**src/rtl/matrix_print_tx_if.sv**
```systemverilog
// Bundle of the control, storage-read and transmit signals of matrix_print_tx.
// slave is the printer itself; master is whatever drives it (FSM, memory, UART).
interface matrix_print_tx_if;
  logic        en_output;
  logic        start;
  logic [8:0]  base_addr;
  logic [2:0]  dim_m;
  logic [2:0]  dim_n;
  logic [8:0]  rd_addr;
  logic [31:0] rd_data;
  logic [7:0]  tx_data;
  logic        tx_valid;
  logic        tx_ready;
  logic        busy;
  logic        done;
  logic        err;

  modport slave (
    input  en_output, start, base_addr, dim_m, dim_n, rd_data, tx_ready,
    output rd_addr, tx_data, tx_valid, busy, done, err
  );

  modport master (
    output en_output, start, base_addr, dim_m, dim_n, rd_data, tx_ready,
    input  rd_addr, tx_data, tx_valid, busy, done, err
  );
endinterface

```
**src/rtl/matrix_print_tx.sv**
```systemverilog
// Prints an m x n matrix of 16-bit unsigned values from storage as ASCII
// decimal text: elements separated by a space, every row ended by CR LF.
module matrix_print_tx (
  input  logic               clk,
  input  logic               rst_n,
  matrix_print_tx_if.slave   bus
);

  typedef enum logic [3:0] {
    IDLE, CHECK, RD_ADDR, RD_WAIT, CONVERT,
    SEND_DIGIT, SEND_SP, SEND_CR, SEND_LF, DONE
  } state_t;

  state_t           r_state;
  logic [2:0]       r_m, r_n;      // sampled dimensions
  logic [2:0]       r_i, r_j;      // current row / column
  logic [15:0]      r_val;         // value being converted
  logic [4:0][3:0]  r_dig;         // low-order digits, index 0 = units
  logic [2:0]       r_nd;          // digits produced so far
  logic [2:0]       r_idx;         // low-order digits still to send
  logic [8:0]       r_rd_addr;
  logic [7:0]       r_tx_data;
  logic             r_tx_valid;
  logic             r_busy;
  logic             r_done;
  logic             r_err;

  logic             w_xfer;
  logic [15:0]      w_quo;
  logic [3:0]       w_rem;
  logic             w_illegal;

  assign w_xfer    = r_tx_valid & bus.tx_ready;
  // one decimal digit per CONVERT cycle: at most 5 cycles for 65535
  assign w_quo     = r_val / 16'd10;
  assign w_rem     = 4'(r_val % 16'd10);
  assign w_illegal = (bus.dim_m == 3'd0) || (bus.dim_m > 3'd5) ||
                     (bus.dim_n == 3'd0) || (bus.dim_n > 3'd5);

  // Control FSM with all outputs registered. Elements are row-major and
  // contiguous, so the read address simply increments after each element.
  always_ff @(posedge clk) begin
    if (!rst_n) begin
      r_state    <= IDLE;
      r_m        <= '0;
      r_n        <= '0;
      r_i        <= '0;
      r_j        <= '0;
      r_val      <= '0;
      r_dig      <= '0;
      r_nd       <= '0;
      r_idx      <= '0;
      r_rd_addr  <= '0;
      r_tx_data  <= '0;
      r_tx_valid <= 1'b0;
      r_busy     <= 1'b0;
      r_done     <= 1'b0;
      r_err      <= 1'b0;
    end else if (!bus.en_output) begin
      // abandon the print; a pending byte is dropped, never transferred
      r_state    <= IDLE;
      r_tx_valid <= 1'b0;
      r_busy     <= 1'b0;
      r_done     <= 1'b0;
      r_err      <= 1'b0;
    end else begin
      case (r_state)
        IDLE: begin
          r_done <= 1'b0;
          r_err  <= 1'b0;
          if (bus.start && !r_busy) begin
            r_m       <= bus.dim_m;
            r_n       <= bus.dim_n;
            r_i       <= '0;
            r_j       <= '0;
            r_rd_addr <= bus.base_addr;
            r_busy    <= 1'b1;
            // err is visible during CHECK so it coincides with busy
            r_err     <= w_illegal;
            r_state   <= CHECK;
          end
        end
        CHECK: begin
          if (r_err) begin
            r_err   <= 1'b0;
            r_busy  <= 1'b0;
            r_state <= IDLE;
          end else begin
            r_state <= RD_ADDR;
          end
        end
        RD_ADDR: r_state <= RD_WAIT;
        RD_WAIT: begin
          r_val   <= bus.rd_data[15:0];
          r_nd    <= '0;
          r_state <= CONVERT;
        end
        CONVERT: begin
          r_dig[r_nd] <= w_rem;
          r_val       <= w_quo;
          r_nd        <= r_nd + 3'd1;
          if (r_val < 16'd10) begin
            // remainder is now the most significant digit
            r_tx_data  <= 8'h30 + {4'h0, w_rem};
            r_tx_valid <= 1'b1;
            r_idx      <= r_nd;
            r_state    <= SEND_DIGIT;
          end
        end
        SEND_DIGIT: begin
          if (w_xfer) begin
            if (r_idx == 3'd0) begin
              if (r_j == r_n - 3'd1) begin
                r_tx_data <= 8'h0D;
                r_state   <= SEND_CR;
              end else begin
                r_tx_data <= 8'h20;
                r_state   <= SEND_SP;
              end
            end else begin
              r_tx_data <= 8'h30 + {4'h0, r_dig[r_idx - 3'd1]};
              r_idx     <= r_idx - 3'd1;
            end
          end
        end
        SEND_SP: begin
          if (w_xfer) begin
            r_tx_valid <= 1'b0;
            r_j        <= r_j + 3'd1;
            r_rd_addr  <= r_rd_addr + 9'd1;
            r_state    <= RD_ADDR;
          end
        end
        SEND_CR: begin
          if (w_xfer) begin
            r_tx_data <= 8'h0A;
            r_state   <= SEND_LF;
          end
        end
        SEND_LF: begin
          if (w_xfer) begin
            r_tx_valid <= 1'b0;
            if (r_i == r_m - 3'd1) begin
              r_done  <= 1'b1;
              r_state <= DONE;
            end else begin
              r_i       <= r_i + 3'd1;
              r_j       <= '0;
              r_rd_addr <= r_rd_addr + 9'd1;
              r_state   <= RD_ADDR;
            end
          end
        end
        DONE: begin
          r_done  <= 1'b0;
          r_busy  <= 1'b0;
          r_state <= IDLE;
        end
        default: r_state <= IDLE;
      endcase
    end
  end

  assign bus.rd_addr  = r_rd_addr;
  assign bus.tx_data  = r_tx_data;
  assign bus.tx_valid = r_tx_valid;
  assign bus.busy     = r_busy;
  assign bus.done     = r_done;
  assign bus.err      = r_err;

endmodule

```
**src/flat_wrapper.sv**
```systemverilog
// flat-port wrapper written by rule: the top's interface ports become plain ports
module matrix_print_tx_flat 
  (clk, rst_n, bus_en_output, bus_start, bus_base_addr, bus_dim_m, bus_dim_n, bus_rd_data, bus_tx_ready, bus_rd_addr, bus_tx_data, bus_tx_valid, bus_busy, bus_done, bus_err);
  matrix_print_tx_if bus_i ();
  input  logic clk;
  input  logic rst_n;
  input wire logic [$bits(bus_i.en_output)-1:0] bus_en_output;
  input wire logic [$bits(bus_i.start)-1:0] bus_start;
  input wire logic [$bits(bus_i.base_addr)-1:0] bus_base_addr;
  input wire logic [$bits(bus_i.dim_m)-1:0] bus_dim_m;
  input wire logic [$bits(bus_i.dim_n)-1:0] bus_dim_n;
  input wire logic [$bits(bus_i.rd_data)-1:0] bus_rd_data;
  input wire logic [$bits(bus_i.tx_ready)-1:0] bus_tx_ready;
  output wire logic [$bits(bus_i.rd_addr)-1:0] bus_rd_addr;
  output wire logic [$bits(bus_i.tx_data)-1:0] bus_tx_data;
  output wire logic [$bits(bus_i.tx_valid)-1:0] bus_tx_valid;
  output wire logic [$bits(bus_i.busy)-1:0] bus_busy;
  output wire logic [$bits(bus_i.done)-1:0] bus_done;
  output wire logic [$bits(bus_i.err)-1:0] bus_err;
  assign bus_i.en_output = bus_en_output;
  assign bus_i.start = bus_start;
  assign bus_i.base_addr = bus_base_addr;
  assign bus_i.dim_m = bus_dim_m;
  assign bus_i.dim_n = bus_dim_n;
  assign bus_i.rd_data = bus_rd_data;
  assign bus_i.tx_ready = bus_tx_ready;
  assign bus_rd_addr = bus_i.rd_addr;
  assign bus_tx_data = bus_i.tx_data;
  assign bus_tx_valid = bus_i.tx_valid;
  assign bus_busy = bus_i.busy;
  assign bus_done = bus_i.done;
  assign bus_err = bus_i.err;
  matrix_print_tx u_core (.clk(clk), .rst_n(rst_n), .bus(bus_i));
endmodule
```
**config.mk**
```make
export PLATFORM = sky130hd
export DESIGN_NAME = matrix_print_tx_flat
export DESIGN_NICKNAME = d
export VERILOG_FILES = /design/src/rtl/matrix_print_tx_if.sv /design/src/rtl/matrix_print_tx.sv /design/src/flat_wrapper.sv
export SDC_FILE = /design/constraint.sdc
export NUM_CORES = 1
export LEC_CHECK = 0
export ABC_CLOCK_PERIOD_IN_PS = 4400
export BUFFER_PORTS_ARGS = -buffer_cell sky130_fd_sc_hd__clkbuf_2
export CORE_MARGIN = 4
export CORE_UTILIZATION = 26
export CTS_CLUSTER_DIAMETER = 100
export DETAILED_ROUTE_END_ITERATION = 8
export GPL_TIMING_DRIVEN = 0
export MAX_ROUTING_LAYER = met4
export SETUP_SLACK_MARGIN = 0.02
export SYNTH_ARGS = -nofsm -noshare
export SYNTH_HDL_FRONTEND = slang
export SYNTH_SLANG_ARGS = --single-unit
```
**constraint.sdc**
```tcl
create_clock -name clk -period 4.4 [get_ports clk]
set_input_delay 0.88 -clock clk [delete_from_list [all_inputs] [get_ports clk]]
set_output_delay 0.88 -clock clk [all_outputs]
set_load 0.01 [all_outputs]
```
# == After elaboration in Yosys (flattened, before gate mapping) ==
# Cells that the tools add are included.
# totals
register_bits,79
inputBits,52
output_inout_bits,21
word_cells,145
# classes
add_sub_neg,9
n_div,2
n_lt_le_gt_ge,6
n_eq_ne,23
muxes,52
bitwise,1
reduce_logical,33
# ops
cell,count
$mux W4,10
$mux W9,4
$pmux W4 S9,1
$mux W8,4
$pmux W16 S2,1
$mux W3,9
$pmux W9 S3,1
$pmux W8 S3,1
$bwmux W20,1
$ne A2 B1 Y1 const B,10
$pmux W3 S2,3
$div A16 B4 Y16 const B,1
$eq A4 B3 Y1 const B,4
$lt A16 B4 Y1 const B,1
$mod A16 B4 Y16 const B,1
$reduce_and A5 Y1,3
$add A6 B4 Y7 const A,2
$bmux W4 S3,1
$demux W4 S3,1
$reduce_and A3 Y1,4
$reduce_bool A2 Y1,6
$add A3 B1 Y3 const B,3
$add A9 B1 Y9 const B,1
$logic_not A3 Y1,3
other kinds (25),50

# == Longest topological paths before layout ==
# depth
depth_word,7
mapped_depth,21
mapped_depth_nobuf,15

# == Worst setup path after synthesis ==
# No wires, ideal clock.
# synth_timing
path_kind,reg2reg
start,register u_core.r_val[12]
end,register u_core.r_dig[1] (netlist name)
setup_ns,0.072
t_arrival_ns,4.001
required_time_ns,4.328
slack_ns,0.327
path_stages_with_launch,19
path_buffers,4
period_less_slack_ns,4.073
cell_sequence,dfxtp_1 -> buf_4 -> nand2b_1 -> buf_2 -> xnor2_1 -> o221a_2 -> buf_2 -> nand4_1 -> o311ai_1 -> o32a_2 -> buf_4 -> o32a_1 -> and2_1 -> and4_1 -> a211oi_4 -> a221oi_1 -> o31a_1 -> or4_4 -> mux2i_1
# synth_via
elab_chain_cells,2
# synth_rtl
element,line,source
start: declaration,matrix_print_tx.sv:17,logic [15:0] r_val;
start signal: assignment,matrix_print_tx.sv:94,r_val <= bus.rd_data[15:0];
start signal: assignment,matrix_print_tx.sv:100,r_val <= w_quo;
$mod A16 B4 Y16,matrix_print_tx.sv:36,assign w_rem = 4'(r_val % 16'd10);
$bwmux W20,matrix_print_tx.sv:99,r_dig[r_nd] <= w_rem;
end signal: indexed assignment,matrix_print_tx.sv:99,
end: declaration,matrix_print_tx.sv:18,logic [4:0][3:0] r_dig;
# No other way between the ends.
# A chain may end at the register's enable or synchronous reset.

# == Worst setup path after layout ==
# layout_timing
start,register u_core.r_val[11]
end,register u_core.r_dig[17] (netlist name)
# Same word-level chain as after synthesis.

==> out/qor.yml <==
routing:
  num_vias: 7303
  drtIter0Drc: 883
  ant_nets: 0
  vias_per_cell: 5.54
  dr.pass1.iters: 5
  drc: 0
  routed_wl_um: 22300
  wl_per_cell_um: 16.9
sta:
  rsz0062_at_grt: "true"
  fin_crit_sh_pct: 104
  final-max-slew-violation-count: 0
  finClkSkew_ps: 10.0
  final_hold_viol_count: 0
  worst_pin_slew_ps: 1320
  timing.final.ws_setup_ps: -156
  fmax_mhz: 219
  finalSetupViolCount: 18
  slew-limit-headroom_pct: 11.2
  post-route-min-period_ps: 4560
power:
  p_int_w: 0.00127
  p_leak_nw: 3.02
  ir_worst_vdd_uv: 194
  power_density_nw_per_um2: 200
  p_seq_share_pct: 43.0
  share_comb_of_total_power_pct: 8.2
  p_clk_share_pct: 48.8
  p_sw_share_pct: 24.1
  switchingPower_w: 0.000401
yosys:
  synth.most_common_cell: "nand2_1"
  synth_top_family_by_area: "compound AO/OA/AOI/OAI gates"
  synth_area_leader_cell: "dfxtp_1"
  synth.distinct_cells: 94
  synthFlopType: "dfxtp_1"
  synthAdderAreaFrac_pct: 1.73
  syn-cell-area_um2: 6370
  synth-seq-cells: 77
  ys_warn_count: 0
  synth_edf_count: 0
  synth_common_cells: "nand2_1 (84), dfxtp_1 (77), a21oi_1 (74), nor2_1 (74), o21ai_0 (53)"
  synth_seq_area_share_pct: 24.2
  syn_avg_cell_area_um2: 7.25
  ys_top_cells_by_area: "dfxtp_1 (24%), a21oi_1 (5.8%), nand2_1 (4.9%)"
  synthMuxAreaShare_pct: 4.28
  synthCells: 879
  ys_async_sr_fraction_pct: 0
  synth_top_area_share_pct: 24.2
  synth-compound-area-share_pct: 30.8
  synth_simple_gate_area_share_pct: 29.0
  synth_xor_area_share_pct: 3.00
critical_path:
  worstPathRequired_ps: 4670
  worst_path_max_delay_cell: "or4_4"
  crit_chain: "clkbuf_2 -> clkinv_2 -> xnor2_2 -> o221a_2 -> buf_6 -> nand4_1 -> o311ai_4 -> o32a_4 -> buf_4 -> buf_4 -> a311oi_4 -> nand2b_1 -> mux2_4 -> buf_4 -> o21ai_4 -> nor2_2 -> o31a_1 -> or4_4 -> mux2i_1"
  crit_path_start_kind: "flop"
  cpPeakStageDelay_ps: 490
  cp-end-kind: "flop"
  crit_type: "flop to flop"
  crit_fanout: 9
  cp.arrival_ps: 4830
  crit_top_cell: "buf_4"
floorplan:
  die_area_um2: 27100
  start_util_pct: 26.3
  rows: 57
  die-height_um: 165
  die_w_um: 165
  io_pins: 73
  core_area_um2: 24200
run_status:
  violations: "negative setup slack"
  status: "complete, but fails checks"
place:
  dp_hpwl_um: 15600
  gp_congestion: 0.937
  io_buffers: 54
  post-place-cells: 1258
clock_network:
  cts-root-buf: "clkbuf_16"
  cts.path.max_buffers: 2
  cts_tree: "yes"
  clock_latency_ps: 340
  cts_sinks: 77
  clk_pin_slew_ps: 60
  cts_buffers: 9
  htreeDepth: 3
cells_and_area:
  final_nets: 1050
  area_delta_synth_final_pct: 30.9
  multiInputGateArea_um2: 4930
  final_core_utilization_pct: 34.4
  seq_area_um2: 1550
  drive_gt1_share_pct: 25.9
  antenna_cells: 0
  nFillCells: 2577
  fin_cells: 1319
global_routing:
  grt_pass1_vias: 6632
  grt_pass1_wl_um: 34400
  antenna_found_initial: 0
  gr-total-overflow: 0
  gr-usage-all-layers_pct: 15.9
  grt_max_degree: 15
run:
  max-cap-violations: 0
hold_path:
  hold_path.class: "flop to flop"
==> worst max-delay path, delay by kind of cell, from the launching register on <==
kind | cells | cell delay [ps]
AOI/OAI and AO/OA | 6 | 1650
xor gates and xnor gates | 1 | 200
buffers and inverters | 6 | 980
DFF | 1 | 310
muxes | 2 | 480
and+or+nand+nor | 4 | 860
==> registers in the layout, summed over array words and instances, names as in the netlist, 4 cells and up <==
register / flops
u_core.r_state: 4
u_core.bus.rd_addr: 9
u_core.bus.tx_data: 6
u_core.r_dig: 20
u_core.r_val: 16
==> cell usage in the layout, fill, tap and decap left out, drive strengths merged, types with 14 or more instances in the layout <==
cell    synthesis  layout
clkbuf         53     114
nand3          52      52
nor2           75      75
inv            26      29
mux2i          16      16
nor3           38      38
a211oi         16      16
and2           14      14
nand2          84      84
o211ai         14      14
o21ai          62      62
nor2b          24      24
dfxtp          77      77
a21oi          74      74
buf            22      69
==> routing by layer <==
metal	track usage, %	routed length, um	up-vias
met5	-	0	-
li1	-	-	3487
met1	21.8	10300	3478
met2	24.7	10100	305
met3	2.52	1470	33
met4	3.52	363	0
==> final cells by class <==
cell class	instances	share of cell area, %
Inverter	27	1.23
Tap cell	324	4.86
Clock inverter	7	1.15
Sequential cell	77	18.5
Buffer	71	4.65
Clock buffer	9	2.70
Timing Repair Buffer	103	7.78
Multi-Input combinational cell	701	59.1
==> worst paths after layout <==
kind	slack, ps	start	cells after the start	end
max	-160	u_core.r_val[11]	19	u_core.r_dig[17]
min	460	u_core.r_dig[13]	2	u_core.r_dig[13]
max reg2reg	-160	u_core.r_val[11]	19	u_core.r_dig[17]
min reg2reg	460	u_core.r_dig[13]	2	u_core.r_dig[13]
==> per-stage QoR <==
stage / instance area (um2) / TNS [ps] / setup WS [ps] / hold WS [ps] / power, W
after floorplan: 6380 / 0 / 327 / 435 / 0.000808
after global placement: 7050 / -8530 / -517 / 445 / 0.000859
after detailed placement: 7050 / -7970 / -481 / 453 / 0.000860
after CTS: 7960 / -439 / -64.0 / 463 / 0.00168
after global routing: 8340 / -5090 / -315 / 492 / 0.00174
final: 8340 / -1880 / -156 / 459 / 0.00167
==> timing repair <==
action	in CTS	in global routing
resized for setup	83	56
buffers inserted	33	16
cloned	2	0
hold buffers	0	0
setup endpoints to repair	21	21
pin swaps	36	35
==> power groups by stage <==
| stage | combinational (W) | clock [W] | sequential, W |
|---|---|---|---|
| after floorplan | 0.0000751 | 0 | 0.000733 |
| after global placement | 0.000127 | 0 | 0.000732 |
| after detailed placement | 0.000128 | 0 | 0.000732 |
| after CTS | 0.000133 | 0.000830 | 0.000716 |
| after global routing | 0.000151 | 0.000867 | 0.000718 |
| final | 0.000137 | 0.000813 | 0.000716 |
==> cell families after synthesis <==
kind of cell | after synthesis
buffers and inverters | 102
flip-flops | 77
multiplexers | 23
AND/OR/NAND/NOR | 361
XOR/XNOR | 21
other | 1
AO/OA/AOI/OAI | 285
adder cells (fa/ha/maj) | 9
Power figures use the tool's default switching activity.
